===== config.mk =====
export PLATFORM = sky130hd
export DESIGN_NAME = otp_program_sequencer
export DESIGN_NICKNAME = d
export VERILOG_FILES = /design/src/rtl/otp_pkg.sv /design/src/rtl/otp_cycle_counter.sv /design/src/rtl/otp_program_sequencer.sv
export SDC_FILE = /design/constraint.sdc
export NUM_CORES = 1
export LEC_CHECK = 0
export ABC_AREA = 1
export BUFFER_PORTS_ARGS = -buffer_cell sky130_fd_sc_hd__buf_2
export CORE_MARGIN = 1
export CORE_UTILIZATION = 40
export DETAILED_ROUTE_END_ITERATION = 8
export HOLD_SLACK_MARGIN = 0.15
export PLACE_DENSITY = 0.62
export SYNTH_ARGS = -nofsm -noshare
export SYNTH_HDL_FRONTEND = slang
export SYNTH_SLANG_ARGS = --single-unit

===== constraint.sdc =====
create_clock -name clk -period 2 [get_ports clk]
set_input_delay 0.1 -clock clk [delete_from_list [all_inputs] [get_ports clk]]
set_output_delay 0.1 -clock clk [all_outputs]
set_load 0.02 [all_outputs]

===== src/rtl/otp_pkg.sv =====
// Shared types for the OTP program sequencer and the array controller FSM.
package otp_pkg;

    // Controller operating mode, shared with the array controller FSM.
    typedef enum logic [1:0] {
        MODE_IDLE = 2'd0,
        MODE_PROG = 2'd1,
        MODE_READ = 2'd2
    } mode_t;

    // Sequencer control states.
    typedef enum logic [2:0] {
        StIdle = 3'd0,
        StProg = 3'd1,
        StRead = 3'd2,
        StCmp  = 3'd3,
        StAck  = 3'd4,
        StDone = 3'd5,
        StFail = 3'd6
    } seq_state_t;

    // Largest of three counts; sizes the shared cycle counters.
    function automatic int unsigned max3(input int unsigned a, input int unsigned b,
                                         input int unsigned c);
        int unsigned m;
        m = (a > b) ? a : b;
        return (m > c) ? m : c;
    endfunction

endpackage


===== src/rtl/otp_cycle_counter.sv =====
// Loadable down-counter with a zero flag; saturates at zero.
module otp_cycle_counter
    import otp_pkg::*;
#(
    parameter int unsigned WIDTH = 5
) (
    input  logic             i_clk,
    input  logic             i_rst_n,
    input  logic             i_load,
    input  logic [WIDTH-1:0] i_load_val,
    input  logic             i_dec,
    output logic [WIDTH-1:0] o_count,
    output logic             o_zero
);

    logic [WIDTH-1:0] r_count;

    // Load has priority over decrement; decrement stops at zero.
    always_ff @(posedge i_clk or negedge i_rst_n) begin
        if (!i_rst_n) begin
            r_count <= '0;
        end else if (i_load) begin
            r_count <= i_load_val;
        end else if (i_dec && (r_count != '0)) begin
            r_count <= r_count - WIDTH'(1);
        end
    end

    assign o_count = r_count;
    assign o_zero  = (r_count == '0);

endmodule


===== src/rtl/otp_program_sequencer.sv =====
// Programs one host word into the OTP array column by column, with read-verify and retry.
module otp_program_sequencer
    import otp_pkg::*;
#(
    parameter int unsigned A            = 2,
    parameter int unsigned B            = 2,
    parameter int unsigned PROG_CYCLES  = 8,
    parameter int unsigned READ_CYCLES  = 2,
    parameter int unsigned MAX_RETRY    = 3,
    parameter int unsigned READ_TIMEOUT = 16,
    localparam int unsigned ADDR_WIDTH  = (B > 1) ? $clog2(B) : 1
) (
    input  logic                  clk,
    input  logic                  reset,
    input  logic                  cmd_valid,
    output logic                  cmd_ready,
    input  logic [A*B-1:0]        cmd_word,
    output mode_t                 mode,
    output logic [ADDR_WIDTH-1:0] column,
    output logic [A-1:0]          data_in,
    output logic                  writing_successful,
    input  logic                  read_active,
    input  logic [A-1:0]          data_out,
    output logic                  done,
    output logic                  pass,
    output logic [ADDR_WIDTH-1:0] fail_column
);

    localparam int unsigned RETRY_W = (MAX_RETRY > 0) ? $clog2(MAX_RETRY + 1) : 1;
    localparam int unsigned CNT_W   = $clog2(max3(PROG_CYCLES, READ_CYCLES, READ_TIMEOUT) + 1);

    localparam logic [ADDR_WIDTH-1:0] LAST_COL  = ADDR_WIDTH'(B - 1);
    localparam logic [RETRY_W-1:0]    RETRY_MAX = RETRY_W'(MAX_RETRY);
    localparam logic [CNT_W-1:0]      PROG_LOAD = CNT_W'(PROG_CYCLES - 1);
    localparam logic [CNT_W-1:0]      TOUT_LOAD = CNT_W'(READ_TIMEOUT - 1);
    localparam logic [CNT_W-1:0]      HIGH_LOAD = CNT_W'(READ_CYCLES - 1);

    seq_state_t            r_state, w_state_nxt;
    logic [A*B-1:0]        r_word, w_word_nxt;
    logic [ADDR_WIDTH-1:0] r_col, w_col_nxt;
    logic [RETRY_W-1:0]    r_retry, w_retry_nxt;
    logic [A-1:0]          r_capt, w_capt_nxt;
    logic                  r_pass, w_pass_nxt;
    logic [ADDR_WIDTH-1:0] r_fail_col, w_fail_col_nxt;

    logic [A-1:0]          w_slice;
    logic                  w_slice_zero;
    logic                  w_verified;
    logic                  w_load_prog;
    logic                  w_load_read;
    logic                  w_main_load;
    logic [CNT_W-1:0]      w_main_val;
    logic                  w_main_dec;
    logic                  w_main_zero;
    logic [CNT_W-1:0]      w_main_count;
    logic                  w_high_load;
    logic                  w_high_dec;
    logic                  w_high_zero;
    logic [CNT_W-1:0]      w_high_count;

    assign w_slice      = r_word[r_col*A +: A];
    assign w_slice_zero = (w_slice == '0);
    // OTP bits only go 0->1, so extra ones read back are harmless.
    assign w_verified   = ((r_capt & w_slice) == w_slice);

    // Main counter times the program pulse, then the read_active timeout.
    assign w_main_load = w_load_prog | w_load_read;
    assign w_main_val  = w_load_prog ? PROG_LOAD : TOUT_LOAD;
    assign w_main_dec  = ((r_state == StProg) && !w_slice_zero) ||
                         ((r_state == StRead) && !read_active);

    // High counter measures consecutive read_active cycles; any low cycle restarts it.
    assign w_high_load = w_load_read || ((r_state == StRead) && !read_active);
    assign w_high_dec  = (r_state == StRead) && read_active;

    otp_cycle_counter #(
        .WIDTH(CNT_W)
    ) u_main_cnt (
        .i_clk      (clk),
        .i_rst_n    (reset),
        .i_load     (w_main_load),
        .i_load_val (w_main_val),
        .i_dec      (w_main_dec),
        .o_count    (w_main_count),
        .o_zero     (w_main_zero)
    );

    otp_cycle_counter #(
        .WIDTH(CNT_W)
    ) u_high_cnt (
        .i_clk      (clk),
        .i_rst_n    (reset),
        .i_load     (w_high_load),
        .i_load_val (HIGH_LOAD),
        .i_dec      (w_high_dec),
        .o_count    (w_high_count),
        .o_zero     (w_high_zero)
    );

    // State and datapath registers; reset aborts any command in flight.
    always_ff @(posedge clk or negedge reset) begin
        if (!reset) begin
            r_state    <= StIdle;
            r_word     <= '0;
            r_col      <= '0;
            r_retry    <= '0;
            r_capt     <= '0;
            r_pass     <= 1'b0;
            r_fail_col <= '0;
        end else begin
            r_state    <= w_state_nxt;
            r_word     <= w_word_nxt;
            r_col      <= w_col_nxt;
            r_retry    <= w_retry_nxt;
            r_capt     <= w_capt_nxt;
            r_pass     <= w_pass_nxt;
            r_fail_col <= w_fail_col_nxt;
        end
    end

    // Next-state, datapath updates and FSM-facing outputs.
    always_comb begin
        w_state_nxt        = r_state;
        w_word_nxt         = r_word;
        w_col_nxt          = r_col;
        w_retry_nxt        = r_retry;
        w_capt_nxt         = r_capt;
        w_pass_nxt         = r_pass;
        w_fail_col_nxt     = r_fail_col;
        w_load_prog        = 1'b0;
        w_load_read        = 1'b0;
        mode               = MODE_IDLE;
        data_in            = '0;
        writing_successful = 1'b0;
        done               = 1'b0;
        cmd_ready          = 1'b0;

        unique case (r_state)
            StIdle: begin
                cmd_ready = 1'b1;
                if (cmd_valid) begin
                    w_word_nxt  = cmd_word;
                    w_col_nxt   = '0;
                    w_retry_nxt = '0;
                    w_load_prog = 1'b1;
                    w_state_nxt = StProg;
                end
            end
            StProg: begin
                if (w_slice_zero) begin
                    // Nothing to burn in this column: move on without a pulse.
                    if (r_col == LAST_COL) begin
                        w_pass_nxt  = 1'b1;
                        w_state_nxt = StDone;
                    end else begin
                        w_col_nxt   = r_col + ADDR_WIDTH'(1);
                        w_retry_nxt = '0;
                        w_load_prog = 1'b1;
                    end
                end else begin
                    mode    = MODE_PROG;
                    data_in = w_slice;
                    if (w_main_zero) begin
                        w_load_read = 1'b1;
                        w_state_nxt = StRead;
                    end
                end
            end
            StRead: begin
                mode = MODE_READ;
                if (read_active) begin
                    if (w_high_zero) begin
                        w_capt_nxt  = data_out;
                        w_state_nxt = StCmp;
                    end
                end else if (w_main_zero) begin
                    w_pass_nxt     = 1'b0;
                    w_fail_col_nxt = r_col;
                    w_state_nxt    = StFail;
                end
            end
            StCmp: begin
                if (w_verified) begin
                    w_state_nxt = StAck;
                end else if (r_retry < RETRY_MAX) begin
                    w_retry_nxt = r_retry + RETRY_W'(1);
                    w_load_prog = 1'b1;
                    w_state_nxt = StProg;
                end else begin
                    w_pass_nxt     = 1'b0;
                    w_fail_col_nxt = r_col;
                    w_state_nxt    = StFail;
                end
            end
            StAck: begin
                writing_successful = 1'b1;
                if (r_col == LAST_COL) begin
                    w_pass_nxt  = 1'b1;
                    w_state_nxt = StDone;
                end else begin
                    w_col_nxt   = r_col + ADDR_WIDTH'(1);
                    w_retry_nxt = '0;
                    w_load_prog = 1'b1;
                    w_state_nxt = StProg;
                end
            end
            StDone: begin
                done        = 1'b1;
                w_state_nxt = StIdle;
            end
            StFail: begin
                done        = 1'b1;
                w_state_nxt = StIdle;
            end
            default: begin
                w_state_nxt = StIdle;
            end
        endcase
    end

    assign column      = r_col;
    assign pass        = r_pass;
    assign fail_column = r_fail_col;

endmodule

# [Word level (Yosys, flattened, before mapping)]
# Index checks and enable logic that the tools add are counted.
[word_totals] register_bits=24 in_bits=10 out_inout_bits=10
[classes] add_sub_neg=4 n_lt_le_gt_ge=1 eq_ne=18 shift=1 mux=54 bitwise=2 reduce_logical=29
[ops] operator="$mux W3" n=10
[ops] operator="$mux W1" n=25
[ops] operator="$mux W5" n=4
[ops] operator="$pmux W3 S5" n=1
[ops] operator="$reduce_and A5 Y1" n=3
[ops] operator="$mux W2" n=7
[ops] operator="$ne A2 B2 Y1 const B" n=6
[ops] operator="$logic_not A5 Y1" n=2
[ops] operator="$reduce_bool A5 Y1" n=2
[ops] operator="$sub A5 B1 Y5 const B" n=2
[ops] operator="$eq A3 B3 Y1 const B" n=3
[ops] operator="$ne A3 B2 Y1 const B" n=3
[ops] operator="$pmux W1 S4" n=2
[ops] operator="$pmux W2 S4" n=1
[ops] operator="$reduce_bool A4 Y1" n=2
[ops] operator="$eq A3 B2 Y1 const B" n=2
[ops] operator="$reduce_and A3 Y1" n=2
[ops] operator="$reduce_and A6 Y1" n=1
[ops] operator="$reduce_bool A2 Y1" n=3
[ops] operator="$logic_and A1 B1 Y1" n=5
[ops] operator="$mux W4" n=1
[ops] operator="$pmux W2 S2" n=1
[ops] operator="$shiftx A4 B3 Y2" n=1
[ops] operator="$eq A3 B1 Y1 const B" n=1
[ops] operator="other kinds (17)" n=19

# [Depth between registers and ports, before layout]
# Gate-level depths: netlist (run 1).
[logic_depth] depth_word=8 depth_mapped=11 mapped_depth_nobuf=11

# [Cells and area by module]
# A second synthesis (run 1) with hierarchy kept.
[unflattened] hier_cells=232 area_unflattened_um2=1662.8
[by_module_without_submodules] mod="otp_program_sequencer" n_inst=1 cells_per_inst=140 area_per_inst_um2=992.2 seq_area_each_um2=350.3
[by_module_without_submodules] mod="otp_cycle_counter" n_inst=2 cells_per_inst=46 area_per_inst_um2=335.3 seq_area_each_um2=125.1

# [Worst setup path before layout (run 1)]
# OpenSTA, ideal clock, no wires.
[synth_timing] path_kind="reg-to-reg" from="register r_state[0]" to="register r_state[1]" setup_time_ns=0.119 arrival_time_ns=1.597 slack_ns=0.284 path_stages_with_launch=10 n_path_buf=1 synth_period_minus_slack_ns=1.716 path_cell_list="dfrtp_1 > buf_4 > nor3_1 > nand2_1 > nand2_1 > nor2_1 > nand2_1 > inv_2 > nand2_1 > o21ai_2"
[synth_between] elab_chain_cells=3
[synth_rtl] item="start, declared" line="otp_program_sequencer.sv:38" rtl="seq_state_t r_state, w_state_nxt;"
[synth_rtl] item="start signal, assigned" line="otp_program_sequencer.sv:103" rtl="r_state <= StIdle;"
[synth_rtl] item="start signal, assigned" line="otp_program_sequencer.sv:111" rtl="r_state <= w_state_nxt;"
[synth_rtl] item="$eq A3 B1 Y1, or another cell as far along" line="otp_program_sequencer.sv:138" rtl="unique case (r_state)"
[synth_rtl] item="$ne A3 B2 Y1 (no line), or another cell as far along"
[synth_rtl] item="$reduce_and A5 Y1 (no line)"
# Several ways; a longest one is shown, not always the timed one.
# A chain may end at the register's enable or synchronous reset.

# [Final worst setup path (run 1)]
[layout_timing] from="register r_state[0]" to="output done"
[layout_between] elab_chain_cells=3
[layout_rtl] item="$eq A3 B3 Y1" line="otp_program_sequencer.sv:138"
[layout_rtl] item="$reduce_or A2 Y1 (no line) (*)"
[layout_rtl] item="$mux W1 (*)" line="otp_program_sequencer.sv:138"
[layout_rtl] item="end, declared" line="otp_program_sequencer.sv:24" rtl="output logic done,"
# Mark *: on every way between the ends. The rest lies on a longest branch, timed or not.

==> results by stage, run 1 <==
Finish:
- The area taken by flip-flops and latches is about 600 um2.
- The count of placed standard cells in the final layout, fillers left out is 281.
- In the final layout, the share of cells above drive strength 1 is 15.7%.
- The area of the multi-input gates is 714 um2.
- The count of nets after finishing is approximately 250.
- The number of antenna cells inserted is 0.
- After filler insertion, the fill cell instance count of the layout stands at 342.
- The area overhead of the layout relative to synthesis is 18.3%.

Timing:
- Setup repair after global routing left no endpoint under its margin.
- The number of pins with negative max-slew slack in the final report was 0.
- For the final database, setup skew stands at 0.00567 ns.
- Derived from the worst setup path, the maximum achievable clock frequency is 0.570 GHz.
- The final critical path takes up between 80 and 90% of the cycle.
- The setup violation total in the final timing report is 0.
- The remaining max-slew budget at the tightest pin is 63.6%.
- The number of hold violations in the final report is 0.
- After routing, the total negative slack on setup checks comes to 0 ns.
- The final critical path time including I/O delays and setup is 1.75 ns.
- For the pin with the worst max-slew slack, the measured transition is roughly 0.55 ns.

Setup path:
- In this run the worst setup path begins at r_state[0].
- Data arrives at the worst endpoint at roughly 1.7 ns.
- The stage delay of the slowest cell on the critical path is approximately 0.53 ns.
- The largest driver fanout on the critical path is 8.
- The worst setup path is captured at an output pin.
- On the critical path, the stage with the largest delay is an instance of dfrtp_1.
- Walking the worst path, the cells encountered are nor2_1 -> nand2_1 -> nand4_1 -> a211oi_1 -> buf_2.
- The worst setup path is launched from a flip-flop.
- The setup path with the least slack is of type flip-flop to output pin.
- The endpoint required time on the critical path is 1.90 ns.
- The number of buffers and inverters on the critical path is 1.
- The setup check on the worst reg-to-reg path leaves a slack of between 0.2 and 0.3 ns.
- The kind of cell adding the most delay to the critical path is flip-flops.
- The startpoint of the worst-slack reg-to-reg timing path is r_state[2].

Floorplan:
- The initial cell density of the core is 42.9%.
- The floorplan step set the die width to around 63 um.
- The total number of placement rows is 21.
- The die outline area is 0.00391 mm2.
- The area of the core is approximately 0.0034 mm2.
- The vertical extent of the die is 62.5 um.
- During I/O placement, the number of pins put on the boundary was 20.

Global routing:
- The number of antenna violations at the first check in global routing is 0.
- For this run the aggregate overflow at the end of global routing stands at 0.
- The global-route usage over all layers is 17.6%.
- The pin count of the biggest net entering global routing is 25.
- The wire length of the first global-routing pass is around 5500 um.
- The via count of the first global-routing pass is 1306.

Yosys:
- The synthesized-area fraction occupied by ao, oa, aoi and oai cells is a little under a tenth.
- The primary flip-flop cell chosen by synthesis mapping is dfrtp_1.
- The fraction of registers with async set/reset is 100%.
- The count of flip-flops with a built-in enable after synthesis is 0.
- The xor and xnor fraction of the mapped netlist area is 0.598%.
- The post-synthesis net count is 221.
- Summing the areas of all and, or, nand and nor instances in the mapped netlist gives around a third of the synthesized area.
- By instance count, the leading cell after synthesis is nand2_1.
- The proportion of synthesized area in mux cells is less than 1%.
- By area, the combinational part of the netlist is dominated by simple AND/OR/NAND/NOR gates.
- The number of distinct standard cells referenced by the synthesized netlist is 23.
- The mapped netlist covers 0.00147 mm2.
- The top cell type by area accounts for 41.0% of the synthesized area.
- In the post-synthesis netlist, the biggest area contributors are dfrtp_1 41%, nand2_1 13%, inv_1 9.0%.
- Yosys printed 0 warnings.
- In this run, synthesis produced a sequential element count of 24.
- The area share of fa/ha/maj cells after synthesis is 4.27%.
- The share of the yosys chip area belonging to registers is 41.0%.
- The commonest cells after synthesis are 51 x nand2_1, 35 x inv_1, 24 x dfrtp_1.
- The mean post-synth cell area is 7.11 um2.
- The count of mapped cells out of synthesis is 206.
- The cell accounting for the most synthesized area is dfrtp_1.

Placement:
- The count of placed standard cells including taps is 270.
- Routability-driven placement finished with a final weighted congestion of 0.847.
- Port buffering added 19 buffers.
- The wire-length estimate of the detail-placed layout is 2380 um.

Flow run:
- Max-cap violations in this run came to 0.

Worst hold path:
- The startpoint of the most critical hold path is cmd_valid.
- The path class of the lowest-slack min-delay path is input pin to flip-flop.

Drt:
- The detail route stage leaves a number of antenna-violating nets equal to 0.
- Before antenna repair, the detailed router went through 5 iterations.
- After detailed routing, the number of remaining DRC violations is 0.
- The count of routing violations after the opening detailed-route iteration is 104.
- Dividing the detail-routed via count by the number of cells gives 4.82.
- After detailed routing, the average wire length per cell comes to 11.1 um.
- The total vias in the final route is ~1400.
- Summed over all layers, the routed wires come to 3130 um.

Pwr:
- The design draws 2.60 mW.
- The worst-case vdd ir drop is 0.400 mV.
- The analysis attributes to cell leakage a power of 0.982 nW.
- The power density over the cells is around 1500 mW/mm2.

CTS:
- The level count of the clock H-tree is 1.
- The number of setup buffers added after CTS is 0.
- The number of gates given a new drive strength after cts is 0.
- The post-CTS clock slew at the launch and capture registers of the worst setup and hold paths is about 0.15 ns.
- The tree is rooted in a clkbuf_4.
- The CTS tree is yes.
- The clock net sink count is 24.
- Hold repair after CTS inserted 7 buffers.
- The clock latency reported for the late side of the worst-skew pair is approximately 0.33 ns.
- The maximum clock path buffer count is 2.
- The number of buffers created by CTS is 3.

Outcome:
- The run finished with clean final reports.
==> sequential cells by signal, summed over array words and instances, names as in the netlist <==
signal,cells
u_high_cnt.o_count,5
r_capt,2
pass,1
r_word,4
r_state,3
column,1
fail_column,1
r_retry,2
u_main_cnt.o_count,5
==> per-stage QoR <==
step           instance area [um2]  hold slack, ns  util, %  setup WS [ns]
3_5_place_dp                  1610           0.120     47.1          0.313
2_1_floorplan                 1470          -0.196        -          0.284
3_3_place_gp                  1610           0.127     47.1          0.270
4_1_cts                       1730           0.156     50.7          0.242
6_report                      1730           0.166     50.7          0.246
5_1_grt                       1730           0.194     50.7          0.109
==> path summary, 6_finish.rpt <==
path	to	cells past startpoint
max reg2reg	u_main_cnt.o_count[1]	10
max in group asynchronous	u_main_cnt.o_count[1]	2
min	column	5
min reg2reg	fail_column	2
min in group asynchronous	r_word[3]	2
max	done	5
==> layout by cell type, fill, tap and decap left out <==
cell type and n:
o21ai_2 1, a211oi_1 1, inv_1 35, ha_1 5, nand2_1 51, inv_2 3
nor3_1 3, o211ai_1 1, xor2_1 1, clkbuf_4 3, nor2_1 21, o2111ai_1 1
dlygate4sd3_1 7, dfrtp_1 24, nor2_2 1, nor2_4 2, buf_2 19, o21ai_1 2
nand3_1 23, nand4_1 4, nand3b_1 1, a21oi_1 5, o21ai_0 13, bufinv_16 1
nand2_2 6, mux2_2 1
==> area by class of cell <==
type / instances / area share, %
clock buffers: 3 / 1.30
clock inverters: 1 / 1.73
inverters: 38 / 8.23
multi-input cells: 143 / 41.2
flip-flops and latches: 24 / 34.7
well taps: 46 / 3.32
repair buffers: 26 / 9.53
==> tightest hold or removal path, cell delays in order <==
cell       delay (ns)
buf_2            0.11
inv_1            0.04
nand2_1          0.06
o2111ai_1        0.09
a21oi_1          0.06
==> layer usage <==
layer / share of wire [%] / vias up / global-route usage (%)
met5: 0 / - / 0
met4: 1.5 / 0 / 7.56
met3: 2.8 / 4 / 2.55
met2: 49 / 24 / 30.4
met1: 47 / 615 / 21.7
li1: - / 711 / -
==> kinds of logic after synthesis <==
| logic type | Yosys count |
|---|---|
| compound gates | 24 |
| simple gates | 112 |
| fa+ha+maj | 5 |
| flops | 24 |
| buf+inv | 39 |
| xor+xnor | 1 |
| mux | 1 |
==> where the power goes <==
part / switching (mW) / total, mW / internal (mW)
combinational: 0.971 / 1.43 / 0.461
sequential: 0.126 / 0.803 / 0.677
clock: 0.162 / 0.365 / 0.203
total: 1.26 / 2.60 / 1.34
(Power assumes the default switching activity.)
==> inputs of run 2 (changes only) <==
Settings changed: PLACE_DENSITY 0.62 to 0.71.
==> run 2 against run 1 <==
Clock-buffer cell count grew 1. Flip-flop and latch count did not move. Die area unchanged.
==> results by stage, run 2 (synthesized netlist as in run 1, its figures left out) <==
Outcome:
- The flow ran to the end, and the final reports show no timing, DRC or antenna violations.

CTS:
- In this run the number of H-tree levels came out at 1.
- The CTS tree is yes.
- The clock passes through at most 2 buffers.
- The number of buffers created by CTS is 3.
- In this run the clock root is driven by a clkbuf_4.
- The number of buffers inserted to repair setup after CTS is 0.
- For the worst-skew pair, the clock arrives at the later sink with an insertion delay of 0.32 ns.
- The post-CTS clock slew at the launch and capture registers of the worst setup and hold paths is 0.14 ns.
- The clock net sink count is 24.

Drt:
- In the routed design, unresolved DRC markers number 0.
- Across all layers, the routed design uses ~1300 vias.
- The number of nets with antenna violations after detailed routing is 0.
- The number of detailed-route iterations in the first pass is 4.
- The final layout contains routed wiring with a total length of 3050 um.
- The detailed router finished its first iteration with 88 violations.
- Dividing the detail-routed wire length by the instance count gives 10.9 um.
- The post-detailed-route via-to-cell ratio is 4.73.

Global routing:
- The number of antenna violations at the first check in global routing is 0.
- The first global-routing pass estimated 5580 um of wire.
- The sum of overflow across all layers after global routing is 0.
- The global-route usage over all layers is between 15 and 20%.
- Entering global routing, the biggest net connects 25 pins.
- The via count of the first global-routing pass is 1327.

Setup path:
- The signal on the critical path passes through nor2_1 -> nand2_1 -> nand4_1 -> a211oi_1 -> buf_2.
- Together, buffers and inverters on the worst path number 1.
- STA classifies the critical path startpoint as a flip-flop.
- At the worst endpoint, the arrival time is between 1.5 and 2 ns.
- The highest-delay cell along the critical path is dfrtp_1.
- The largest driver fanout on the critical path is 8.
- The endpoint required time on the critical path is 1.90 ns.
- The critical path is of the flip-flop to output pin type.
- The kind of cell adding the most delay to the critical path is flip-flops.
- The stage delay of the slowest cell on the critical path is 0.53 ns.
- The worst setup path is captured at an output pin.

Timing:
- Setup violations remaining at the end of the flow were counted as 0.
- Derived from the worst setup path, the maximum achievable clock frequency is just under 0.6 GHz.
- The pin slew with the least headroom to its limit is roughly 0.55 ns.
- The remaining max-slew budget at the tightest pin is 63.0%.
- Setup repair after global routing left no endpoint under its margin.
- The clock arrives with 0.00736 ns of skew.
- The post-route worst setup slack is 0.269 ns.
- The minimum hold slack is 0.180 ns.
- The number of pins with negative max-slew slack in the final report is 0.
- The worst path uses 86.6% of the clock period.
- The number of hold violations in the final report came to 0.
- The final total negative setup slack is 0 ns.
- The final critical path time including I/O delays and setup is ~1.7 ns.

Pwr:
- IR analysis of the VDD net gives a maximum drop of 0.437 mV.
- The final total power is roughly 2.5 mW.
- For this design the static power due to leakage is 0.975 nW.
- Power spread over the standard cell area amounts to 1460 mW/mm2.

Worst hold path:
- In this run the worst hold path is classified as input pin to flip-flop.

Finish:
- The area taken by flip-flops and latches is 601 um2.
- The ratio of cells with drive above 1 in the final layout is between 10% and 20%.
- The area of the multi-input gates is 714 um2.
- The layout has 365 filler cells.
- The net count of the finished layout is 251.
- The number of antenna cells inserted is 0.
- The area overhead of the layout relative to synthesis is 17.2%.
- The library cell used most frequently in the layout, excluding fill and tap cells, is nand2_1.
- The library cells used most frequently in the layout, excluding fill and tap cells, are 51 x nand2_1, 35 x inv_1, 24 x dfrtp_1, 23 x nand3_1, 21 x nor2_1.

Placement:
- The worst slack at placement is 0.334 ns.
- The weighted congestion at the end of routability-driven global placement is around 0.85.
- Port buffering added 19 buffers.
- Summed over all nets, the half-perimeter wirelength after detailed placement is roughly 2300 um.

Floorplan:
- The number of ports placed on the die boundary is 20.
- The floorplan step set the die width to between 60 and 70 um.
- The initial cell density of the core is between 40% and 50%.
- In this run the vertical extent of the chip is 62.5 um.
- The floorplan step defined a die boundary enclosing 0.00391 mm2.
- The core region is approximately 0.0034 mm2.
- The total number of placement rows is 21.

Flow run:
- The tool flagged a number of max-cap violations equal to 0.
run 2: power breakdown:
group	total [mW]	internal, mW	switching (mW)
registers	0.801	0.677	0.125
logic	1.43	0.463	0.966
clock network	0.268	0.111	0.157
run 2: layer usage:
metal	part of all wire, %	track usage, %	routed length [um]	vias to the layer above
li1	-	-	-	715
met4	1.4	7.56	43	0
met5	0	0	0	-
met2	45	28.4	1360	30
met1	50	23.2	1530	579
met3	3.9	3.28	118	4
run 2: final cells by class:
cell class	instances	area share [%]
tap	46	3.35
clock buffer	4	2.11
inverter	38	8.31
sequential	24	35.0
multi-input combinational	143	41.6
timing repair buffer	26	9.62
run 2: worst reg2reg max path, cell delays in order (launching register included):
cell     delay (ns)
dfrtp_1        0.47
inv_2          0.13
nand2_1        0.06
nor2_1         0.26
nand2_2        0.16
nand2_2        0.11
nand2_2        0.10
inv_1          0.12
nand2_1        0.05
o21ai_0        0.08
nand2_1        0.08
run 2: path summary, 6_finish.rpt:
| check | startpoint | to | slack, ns | cells past startpoint |
|---|---|---|---|---|
| worst max register to register | r_state[2] | u_main_cnt.o_count[1] | 0.30 | 10 |
| worst min register to register | fail_column | fail_column | 0.48 | 2 |
| worst min-delay path | cmd_valid | column | 0.18 | 5 |
| worst max-delay path | r_state[0] | done | 0.27 | 5 |
| max in group asynchronous | reset | u_main_cnt.o_count[1] | 1.35 | 2 |
| min in group asynchronous | reset | r_word[2] | 0.28 | 2 |
run 2: repair_timing:
item	CTS	global route
endpoints found under the hold margin	30	0
hold buffers	7	0
setup endpoints to repair	0	0
gates resized for setup	0	0
run 2: metrics by stage:
step | std cells | util, % | area, um2
CTS | 281 | 50.3 | 1720
detailed placement | 270 | 47.1 | 1610
floorplan | 206 | - | 1470
global placement | 270 | 47.1 | 1610
global route | 281 | 50.3 | 1720
finish | 281 | 50.3 | 1720
==> inputs of run 3 (changes only) <==
Settings changed: CELL_PAD_IN_SITES_DETAIL_PLACEMENT set to 2, CELL_PAD_IN_SITES_GLOBAL_PLACEMENT set to 2, CORE_UTILIZATION 40 to 32, PLACE_DENSITY 0.71 to 0.91.
==> run 3 against run 2 <==
Sequential share of layout area fell by 0.58 points. Non-clock buffer count is the same. Critical endpoint is now u_main_cnt.o_count[1]. Global-route usage up 1.7 points. Critical path type is now flip-flop to flip-flop. Final area grew 1.7%.
==> results by stage, run 3 (synthesized netlist as in run 1, its figures left out) <==
Outcome:
- The run finished with clean final reports.

Floorplan:
- The die is 69.7 um wide.
- The vertical extent of the die is 69.7 um.
- The initial cell density of the core is 33.4%.
- The total number of placement rows is 24.
- During I/O placement, the number of pins put on the boundary was 20.
- After floorplanning, the core was sized to cover about 0.0044 mm2.
- The die outline area is 0.00485 mm2.

Setup path:
- The reg-to-reg endpoint is u_main_cnt.o_count[1].
- The setup check on the worst reg-to-reg path leaves a slack of 0.23 ns.
- The critical path in this run is classified as flip-flop to flip-flop.
- Among all stages on the critical path, the largest delay is contributed by dfrtp_1.
- The largest driver fanout on the critical path is 6.
- On the critical path the largest part of the delay comes from simple AND/OR/NAND/NOR gates.
- The startpoint identified for the worst register-to-register timing path is r_state[2].
- Counting cells, the worst reg-to-reg path comes to 10.
- The type of origin of the critical path is a flip-flop.
- Together, buffers and inverters on the worst path number 2.
- The data arrival time of the worst path is 1.94 ns.
- The worst setup path is captured at a flip-flop.
- The largest single stage delay on the critical path is 0.46 ns.
- The signal on the critical path passes through inv_2 -> nand2_1 -> nor2_2 -> nand2_2 -> nand2_2 -> nand2_2 -> inv_1 -> nand2_1 -> o21ai_0 -> nand2_1.
- The launching element of the worst setup path is r_state[2].
- In this run the number of cells on the critical path is 10.
- The endpoint required time on the critical path is 2.17 ns.

CTS:
- For the worst-skew pair, the clock arrives at the later sink with an insertion delay of around 0.28 ns.
- The buffer cell driving the clock tree root is clkbuf_8.
- The post-CTS clock slew at the launch and capture registers of the worst setup and hold paths is 0.10 ns.
- Clock tree synthesis found a total of 24 sinks.
- The number of buffers created by CTS is 3.
- The maximum clock path buffer count is 2.
- The level count of the clock H-tree is 1.
- TritonCTS built the clock tree.

Worst hold path:
- The worst hold path begins at cmd_valid.
- The path class of the lowest-slack min-delay path is input pin to flip-flop.
- The path with the worst hold slack has its endpoint at column.
- The worst hold path was traced through 5 stages.

Finish:
- The area overhead of the layout relative to synthesis is 19.1%.
- At the end of the flow, the number of nets in the layout was between 200 and 300.
- Registers take roughly 600 um2.
- The most common library cell in the layout ignoring fill and taps is nand2_1.
- The area of the multi-input gates is 717 um2.
- The layout filler cell count is 531.
- The number of antenna diodes in the final layout is 0.
- The ratio of cells with drive above 1 in the final layout is 16.2%.
- In the layout the commonest cells are 51 x nand2_1, 35 x inv_1, 24 x dfrtp_1, 23 x nand3_1, 20 x nor2_1.

Timing:
- Setup violations remaining at the end of the flow were counted as 0.
- The number of pins with negative max-slew slack in the final report is 0.
- In this run the tightest slew margin relative to its limit is 61.1%.
- Setup repair after global routing left no endpoint under its margin.
- The minimum hold slack is 0.255 ns.
- The final critical path time including I/O delays and setup is roughly 1.8 ns.
- Adding up every negative setup slack in the final design gives 0 ns.
- For the pin with the worst max-slew slack, the measured transition is 0.583 ns.
- The fraction of the cycle the final worst path needs is 88.4%.
- The maximum achievable frequency is about 0.57 GHz.
- The number of hold violations in the final report is 0.
- The clock skew is roughly 0.0048 ns.

Flow run:
- Across the run, the number of max-cap violations was 0.

Pwr:
- Summed over all cells, the static leakage comes to 0.982 nW.
- The power density over the cells is 1540 mW/mm2.
- VDD sags by at most 0.430 mV.

Placement:
- The half-perimeter wire length of the detailed placement result is 3240 um.
- The congestion estimate from routability-driven global placement came to 0.785.
- In this run the tool buffered the top-level ports with 19 buffer cells.

Drt:
- After detailed routing, the average wire length per cell comes to 14.6 um.
- The post-detailed-route via-to-cell ratio is between 4 and 5.
- The final route contains 1433 vias.
- The number of detailed-route iterations in the first pass is 4.
- The remaining routing DRC violations is 0.
- For this block, the initial DRC count from the detailed router was 35.
- For this block, the routed nets add up to 4190 um of wire.
- The number of nets with antenna violations after detailed routing is 0.

Global routing:
- The pin count of the biggest net entering global routing is 25.
- The number of antenna violations at the first check in global routing is 0.
- The wire length of the first global-routing pass is 7470 um.
- The global-route usage over all layers is 19.4%.
- The via count of the first global-routing pass is ~1600.
- The total overflow left after global routing is 0.
-- run 3: cell types whose count changed in the layout (fill, tap and decap cells not counted) --
| cell | delta |
|---|---|
| clkbuf_4 | -3 |
| clkbuf_8 | +3 |
| nor2_1 | -1 |
| nor2_2 | +1 |
-- run 3: per-layer routing --
layer  routed length (um)  GRT usage (%)  vias up  share of wire (%)
li1                     -              -      709                  -
met1                 1890           23.0      697                 45
met2                 2150           35.7       20                 51
met3                   78           2.33        7                1.9
met4                   70           7.11        0                1.7
met5                    0              0        -                  0
-- run 3: timing repair --
item	4_1_cts	5_1_grt
setup buffers	0	0
setup endpoints to repair	0	2
hold buffers	7	0
resized for setup	0	1
hold endpoints to repair	30	0
-- run 3: how the worst max path moves through the flow --
stage                                       end  slack, ns
final                     u_main_cnt.o_count[1]       0.23
after global routing      u_main_cnt.o_count[1]      0.007
after CTS                 u_main_cnt.o_count[1]       0.12
after detailed placement  u_main_cnt.o_count[1]       0.16
after global placement    u_main_cnt.o_count[1]       0.24
after floorplan                      r_state[1]       0.28
-- run 3: final cells by class --
class	count	area share (%)
multi-input combinational	143	41.1
sequential	24	34.4
timing repair buffer	26	9.46
inverter	38	8.17
tap	52	3.73
clock buffer	4	3.15
-- run 3: through the flow --
| step | area, um2 | util (%) | std cells | power, mW | setup WS (ns) |
|---|---|---|---|---|---|
| after floorplan | 1470 | - | 206 | 1.90 | 0.284 |
| after global placement | 1620 | 36.9 | 276 | 2.25 | 0.237 |
| after detailed placement | 1620 | 36.9 | 276 | 2.34 | 0.163 |
| after CTS | 1740 | 39.8 | 287 | 2.72 | 0.115 |
| after global routing | 1750 | 39.8 | 287 | 2.97 | 0.00671 |
| final | 1750 | 39.8 | 287 | 2.68 | 0.233 |
-- run 3: worst register-to-register path: stages, from the launching register on --
cell and delay, ns:
dfrtp_1 0.46, inv_2 0.15, nand2_1 0.08, nor2_2 0.24, nand2_2 0.16, nand2_2 0.12, nand2_2 0.10, inv_1 0.14
nand2_1 0.07, o21ai_0 0.08, nand2_1 0.07
-- run 3: power by group --
group / internal, mW / switching (mW)
logic: 0.464 / 1.05
registers: 0.678 / 0.134
clock network: 0.176 / 0.176
total: 1.32 / 1.36
